==> config.mk <==
export PLATFORM = sky130hd
export DESIGN_NAME = tow_core_n_flat
export DESIGN_NICKNAME = d
export VERILOG_FILES = /design/src/rtl/tow_core_n_if.sv /design/src/rtl/tow_core_n.sv /design/src/flat_wrapper.sv
export SDC_FILE = /design/constraint.sdc
export NUM_CORES = 1
export LEC_CHECK = 0
export ABC_AREA = 1
export CORE_MARGIN = 2
export CORE_UTILIZATION = 29
export DETAILED_ROUTE_END_ITERATION = 12
export HOLD_SLACK_MARGIN = 0.08
export SYNTH_ARGS = -nofsm -noshare
export SYNTH_HDL_FRONTEND = slang
export SYNTH_SLANG_ARGS = --single-unit
==> constraint.sdc <==
create_clock -name clk -period 2.4 [get_ports clk]
set_clock_uncertainty 0.2 [all_clocks]
set_input_delay 0.48 -clock clk [delete_from_list [all_inputs] [get_ports clk]]
set_output_delay 0.48 -clock clk [all_outputs]
set_load 0.05 [all_outputs]
==> src/rtl/tow_core_n_if.sv <==
// tow_core_n_if: button, tick and display signals of the tug-of-war core
interface tow_core_n_if #(parameter int NLED = 7);
  logic pbl, pbr, slowen, new_game;
  logic leds_on, winrnd, rnd_winner, victory, victor;
  logic [NLED-1:0] led;
  logic [7:0] rounds;
  modport master (output pbl, pbr, slowen, new_game,
                  input led, leds_on, winrnd, rnd_winner, victory, victor, rounds);
  modport slave (input pbl, pbr, slowen, new_game,
                 output led, leds_on, winrnd, rnd_winner, victory, victor, rounds);
endinterface

==> src/rtl/tow_core_n.sv <==
// tow_core_n: two-button reaction tug-of-war with random arm delay and LED bar
module tow_core_n #(
  parameter int NLED = 7,
  parameter int DELAY_W = 4,
  parameter int MIN_WAIT = 2,
  parameter int TIMEOUT = 64,
  parameter logic [15:0] SEED = 16'hACE1
) (
  input logic clk,
  input logic rst,
  tow_core_n_if.slave bus
);
  localparam int PW = $clog2(NLED);
  localparam int CW = $clog2(MIN_WAIT + 2**DELAY_W + TIMEOUT + 1);
  localparam logic [PW-1:0] C = PW'((NLED - 1) / 2);
  localparam logic [PW-1:0] TOP = PW'(NLED - 1);
  typedef enum logic [2:0] {RELEASE, WAIT, ARMED, RESOLVE, VICTORY} state_t;
  state_t state, nxt;
  logic [15:0] lfsr;
  logic [PW-1:0] pos;
  logic [CW-1:0] cnt, cnt_nxt;
  logic pbl_q, pbr_q, blink, go, win, who, el, er;
  assign el = bus.pbl & ~pbl_q;
  assign er = bus.pbr & ~pbr_q;
  assign bus.leds_on = state == ARMED;
  assign bus.victory = state == VICTORY;
  assign bus.led = state == VICTORY ? {NLED{blink}} : {{(NLED-1){1'b0}}, 1'b1} << pos;
  // who = 1 means the right player takes the round; a false start hands it to the opponent
  always_comb begin
    nxt = state;
    cnt_nxt = cnt;
    go = 1'b0;
    win = 1'b0;
    who = 1'b0;
    case (state)
      RELEASE: if (!bus.pbl && !bus.pbr) begin
        nxt = WAIT;
        cnt_nxt = CW'(MIN_WAIT) + CW'(lfsr[DELAY_W-1:0]);
      end
      WAIT: if (el || er) begin
        go = 1'b1;
        win = el ^ er;
        who = el;
      end else if (cnt == '0) begin
        nxt = ARMED;
        cnt_nxt = CW'(TIMEOUT);
      end else if (bus.slowen) cnt_nxt = cnt - 1'b1;
      ARMED: if (el || er) begin
        go = 1'b1;
        win = el ^ er;
        who = er;
      end else if (bus.slowen) begin
        go = cnt <= CW'(1);
        cnt_nxt = cnt - 1'b1;
      end
      RESOLVE: nxt = (pos == '0 || pos == TOP) ? VICTORY : RELEASE;
      VICTORY: if (bus.new_game) nxt = RELEASE;
      default: nxt = RELEASE;
    endcase
    if (go) nxt = RESOLVE;
  end
  always_ff @(posedge clk or negedge rst) begin
    if (!rst) state <= RELEASE;
    else state <= nxt;
  end
  always_ff @(posedge clk or negedge rst) begin
    if (!rst) begin
      pos <= C;
      cnt <= '0;
      lfsr <= SEED;
      pbl_q <= 1'b0;
      pbr_q <= 1'b0;
      blink <= 1'b0;
      bus.winrnd <= 1'b0;
      bus.rnd_winner <= 1'b0;
      bus.victor <= 1'b0;
      bus.rounds <= '0;
    end else begin
      cnt <= cnt_nxt;
      lfsr <= {1'b0, lfsr[15:1]} ^ (lfsr[0] ? 16'hB400 : 16'h0000);
      pbl_q <= bus.pbl;
      pbr_q <= bus.pbr;
      bus.winrnd <= go && win;
      if (go && win) bus.rnd_winner <= who;
      if (go && win) pos <= who ? (pos != '0 ? pos - 1'b1 : pos) : (pos != TOP ? pos + 1'b1 : pos);
      if (go && bus.rounds != 8'hFF) bus.rounds <= bus.rounds + 8'd1;
      if (state == RESOLVE && nxt == VICTORY) begin
        blink <= 1'b1;
        bus.victor <= pos != TOP;
      end else if (state == VICTORY && bus.slowen) blink <= ~blink;
      if (state == VICTORY && bus.new_game) begin
        pos <= C;
        bus.rounds <= '0;
        bus.victor <= 1'b0;
      end
    end
  end
endmodule

==> src/flat_wrapper.sv <==
// flat-port wrapper written by rule: the top's interface ports become plain ports
module tow_core_n_flat 
#(
  parameter int NLED = 7,
  parameter int DELAY_W = 4,
  parameter int MIN_WAIT = 2,
  parameter int TIMEOUT = 64,
  parameter logic [15:0] SEED = 16'hACE1
)
  (clk, rst, bus_pbl, bus_pbr, bus_slowen, bus_new_game, bus_led, bus_leds_on, bus_winrnd, bus_rnd_winner, bus_victory, bus_victor, bus_rounds);
  tow_core_n_if #(.NLED(NLED)) bus_i ();
  input logic clk;
  input logic rst;
  input wire logic [$bits(bus_i.pbl)-1:0] bus_pbl;
  input wire logic [$bits(bus_i.pbr)-1:0] bus_pbr;
  input wire logic [$bits(bus_i.slowen)-1:0] bus_slowen;
  input wire logic [$bits(bus_i.new_game)-1:0] bus_new_game;
  output wire logic [$bits(bus_i.led)-1:0] bus_led;
  output wire logic [$bits(bus_i.leds_on)-1:0] bus_leds_on;
  output wire logic [$bits(bus_i.winrnd)-1:0] bus_winrnd;
  output wire logic [$bits(bus_i.rnd_winner)-1:0] bus_rnd_winner;
  output wire logic [$bits(bus_i.victory)-1:0] bus_victory;
  output wire logic [$bits(bus_i.victor)-1:0] bus_victor;
  output wire logic [$bits(bus_i.rounds)-1:0] bus_rounds;
  assign bus_i.pbl = bus_pbl;
  assign bus_i.pbr = bus_pbr;
  assign bus_i.slowen = bus_slowen;
  assign bus_i.new_game = bus_new_game;
  assign bus_led = bus_i.led;
  assign bus_leds_on = bus_i.leds_on;
  assign bus_winrnd = bus_i.winrnd;
  assign bus_rnd_winner = bus_i.rnd_winner;
  assign bus_victory = bus_i.victory;
  assign bus_victor = bus_i.victor;
  assign bus_rounds = bus_i.rounds;
  tow_core_n #(.NLED(NLED), .DELAY_W(DELAY_W), .MIN_WAIT(MIN_WAIT), .TIMEOUT(TIMEOUT), .SEED(SEED)) u_core (.clk(clk), .rst(rst), .bus(bus_i));
endmodule
==> reports/metrics.yaml <==
status:
  status: "finished, final reports clean"
critical_path:
  path_buf_inv: 4
  critPathSlowestCell: "dfrtp_1"
  end_kind: "primary output"
  critPathTopFamily: "buffers and inverters"
  startpoint_type: "flop"
  worstSetupPathType: "flop to primary output"
  worst_ep_arrival_time_ns: 1.65
  crit_fanout: 9
  path_cells: "nor2_2 > inv_2 > nor2_4 > buf_8 > inv_1 > nand3_1 > o21ai_2 > buf_12"
  critPathRequiredTime_ns: 1.72
  max_stage_delay_ns: 0.40
floorplan:
  placeableCoreArea_um2: 7650
  ios: 26
  start_util_pct: 29.5
  fp-row-count: 32
  dieArea_um2: 8510
  die_w_um: 92.2
  die_h_um: 92.2
grt:
  grt_max_degree: 44
  grt_first_pass_wirelength_um: 8090
  grt_pass1_vias: 1771
  grt_overflow: 0
  track_usage_pct: 12.0
  antenna_found_initial: 0
synthesis:
  syn_nets: 270
  synthMuxAreaShare_pct: 0
  synth_compound_area_share_pct: 8.48
  syn-instance-count: 257
  synth.distinct_cells: 32
  ys_seq_elements: 43
  seq_area_frac_synth_pct: 48.2
  synth_fa_ha_area_share_pct: 4.21
  synth_xor_area_share_pct: 5.04
  synth_edf_count: 0
  ys_async_sr_fraction_pct: 100
  ys_warn_count: 0
  synth-simple-area-share_pct: 26.7
  syn_area_um2: 2260
  ys.flop_type: "dfrtp_1"
  avgSynthCellArea_um2: 8.78
  synth_top_family_by_area: "simple AND/OR/NAND/NOR gates"
power:
  p_per_area_nw_per_um2: 1280
  peakVddDrop_mv: 0.455
  total_leakage_power_uw: 0.00140
placed_design:
  post-place-ws_ns: -0.0781
  port_buffers: 25
  dp.cells: 389
  gp_congestion: 0.895
  dp_hpwl_um: 3450
  dpl_cell_area_um2: 2780
drt:
  firstDrtPassIters: 5
  drt-total-wl_um: 4710
  final_antenna_net_count: 0
  wl_per_cell_um: 11.7
  detail_route.vias_per_cell: 4.54
  drtIter0Drc: 81
  num_vias: 1822
  drc: 0
hold_path:
  hold_class: "flop to flop"
sta:
  setup_slack_ns: 0.0735
  tightest_slew_ns: 0.529
  post-route-min-period_ns: 2.33
  period_share_pct: 96.9
  hold_viol: 0
  drv_slew: 0
  max_freq_mhz: 430
  setup_viol: 0
  slew_headroom_pct: 64.7
  final.setup.tns_ns: 0
cells_and_area:
  finalInstanceArea_um2: 2940
  num_antenna_cells: 0
  drive_above_1_share_pct: 24.7
  area.growth.synth_to_final_pct: 30.3
  final_core_util_pct: 38.4
  nets: 311
  fin_cells: 401
cts:
  ctsLongestPathBuffers: 2
  cts-root-buf: "clkbuf_8"
  numClockSinks: 43
  cts_buffers: 5
  path_clk_slew_ns: 0.09
  cts_tree: "yes"
  htreeDepth: 2
  insertion_delay_ns: 0.29
flow_run:
  max_cap_viol_count: 0
==> metrics by stage <==
step	hold WS (ns)	power [uW]
global placement	0.136	3210
floorplan	-0.0156	2490
finish	0.149	3770
detailed placement	0.138	3230
global route	0.161	4060
CTS	0.154	3790
==> layer usage <==
| metal | vias up | track usage, % | part of all wire [%] |
|---|---|---|---|
| met4 | 0 | 4.35 | 1.4 |
| met1 | 865 | 16.7 | 49 |
| met2 | 29 | 18.2 | 46 |
| met3 | 7 | 2.96 | 3.3 |
| li1 | 921 | - | - |
| met5 | - | 0 | 0 |
==> repair_timing <==
action | 4_1_cts | 5_1_grt
endpoints found under the hold margin | 33 | 0
hold buffers | 1 | 0
gates resized for setup | 3 | 4
setup buffers | 2 | 1
pin swaps | 0 | 1
endpoints found under the setup margin | 4 | 4
==> state kept, by name (all words and copies together) (netlist names) <==
signal / cells
u_core.lfsr: 16
u_core.blink: 1
u_core.pbr_q: 1
u_core.cnt: 7
u_core.bus.winrnd: 1
u_core.bus.rounds: 8
u_core.bus.victor: 1
u_core.bus.rnd_winner: 1
u_core.pbl_q: 1
u_core.pos: 3
u_core.state: 3
==> power by group <==
group / leakage [uW] / switching (uW) / internal (uW)
registers: 0.000525 / 175 / 904
logic: 0.000823 / 1330 / 861
clock network: 0.0000474 / 262 / 235
==> placed cells by master, fill, tap and decap left out, drive strengths merged, types with 7 or more instances in the layout <==
master	count
nand3	34
nor2	25
nand4	7
dfrtp	33
inv	35
dfstp	10
nand2	52
clkdlybuf4s50	15
buf	23
o21ai	12
xor2	12
==> worst reg2reg max path, cell delays in order (launching register included) <==
cell     delay, ns
dfrtp_1       0.45
inv_2         0.11
buf_4         0.14
nand2_1       0.07
nor2_2        0.23
nand3_2       0.15
fa_1          0.46
inv_1         0.07
nand2_1       0.05
nand3_1       0.08
nand2_1       0.06
==> path summary, 6_finish.rpt <==
path	depth (start not counted)	from	slack, ns	to
worst min register to register	0	u_core.lfsr[9]	0.15	u_core.lfsr[8]
worst min-delay path	0	u_core.lfsr[9]	0.15	u_core.lfsr[8]
worst max register to register	10	u_core.state[2]	0.25	u_core.pos[2]
max in group asynchronous	3	rst	1.04	u_core.lfsr[11]
worst max-delay path	8	u_core.state[1]	0.07	bus_led[5]
min in group asynchronous	3	rst	0.58	u_core.cnt[4]
==> synth_stat cells (6+ instances only) <==
library cell | instances | area, um^2
nor2_1 | 22 | 82.6
ha_1 | 6 | 75.1
inv_1 | 31 | 116
nand2_1 | 48 | 180
nand3_2 | 6 | 60.1
nand4_1 | 7 | 43.8
dfstp_2 | 10 | 263
o21ai_0 | 8 | 40.0
dfrtp_1 | 33 | 826
xor2_1 | 12 | 105
nand3_1 | 28 | 140
==> final cells by class <==
class	count	area [um^2]
fillers	783	4710
repair buffers	39	450
multi-input cells	174	1040
clock inverters	2	16.3
clock buffers	6	82.6
inverters	35	131
flip-flops and latches	43	1090
well taps	102	128
==> logic make-up after synthesis <==
family / count (synthesis)
and+or+nand+nor: 124
AOI/OAI and AO/OA: 30
buffers and inverters: 40
xor gates and xnor gates: 13
adders and majority gates: 7
DFF: 43
No activity file was read; power rests on OpenSTA's default activity.
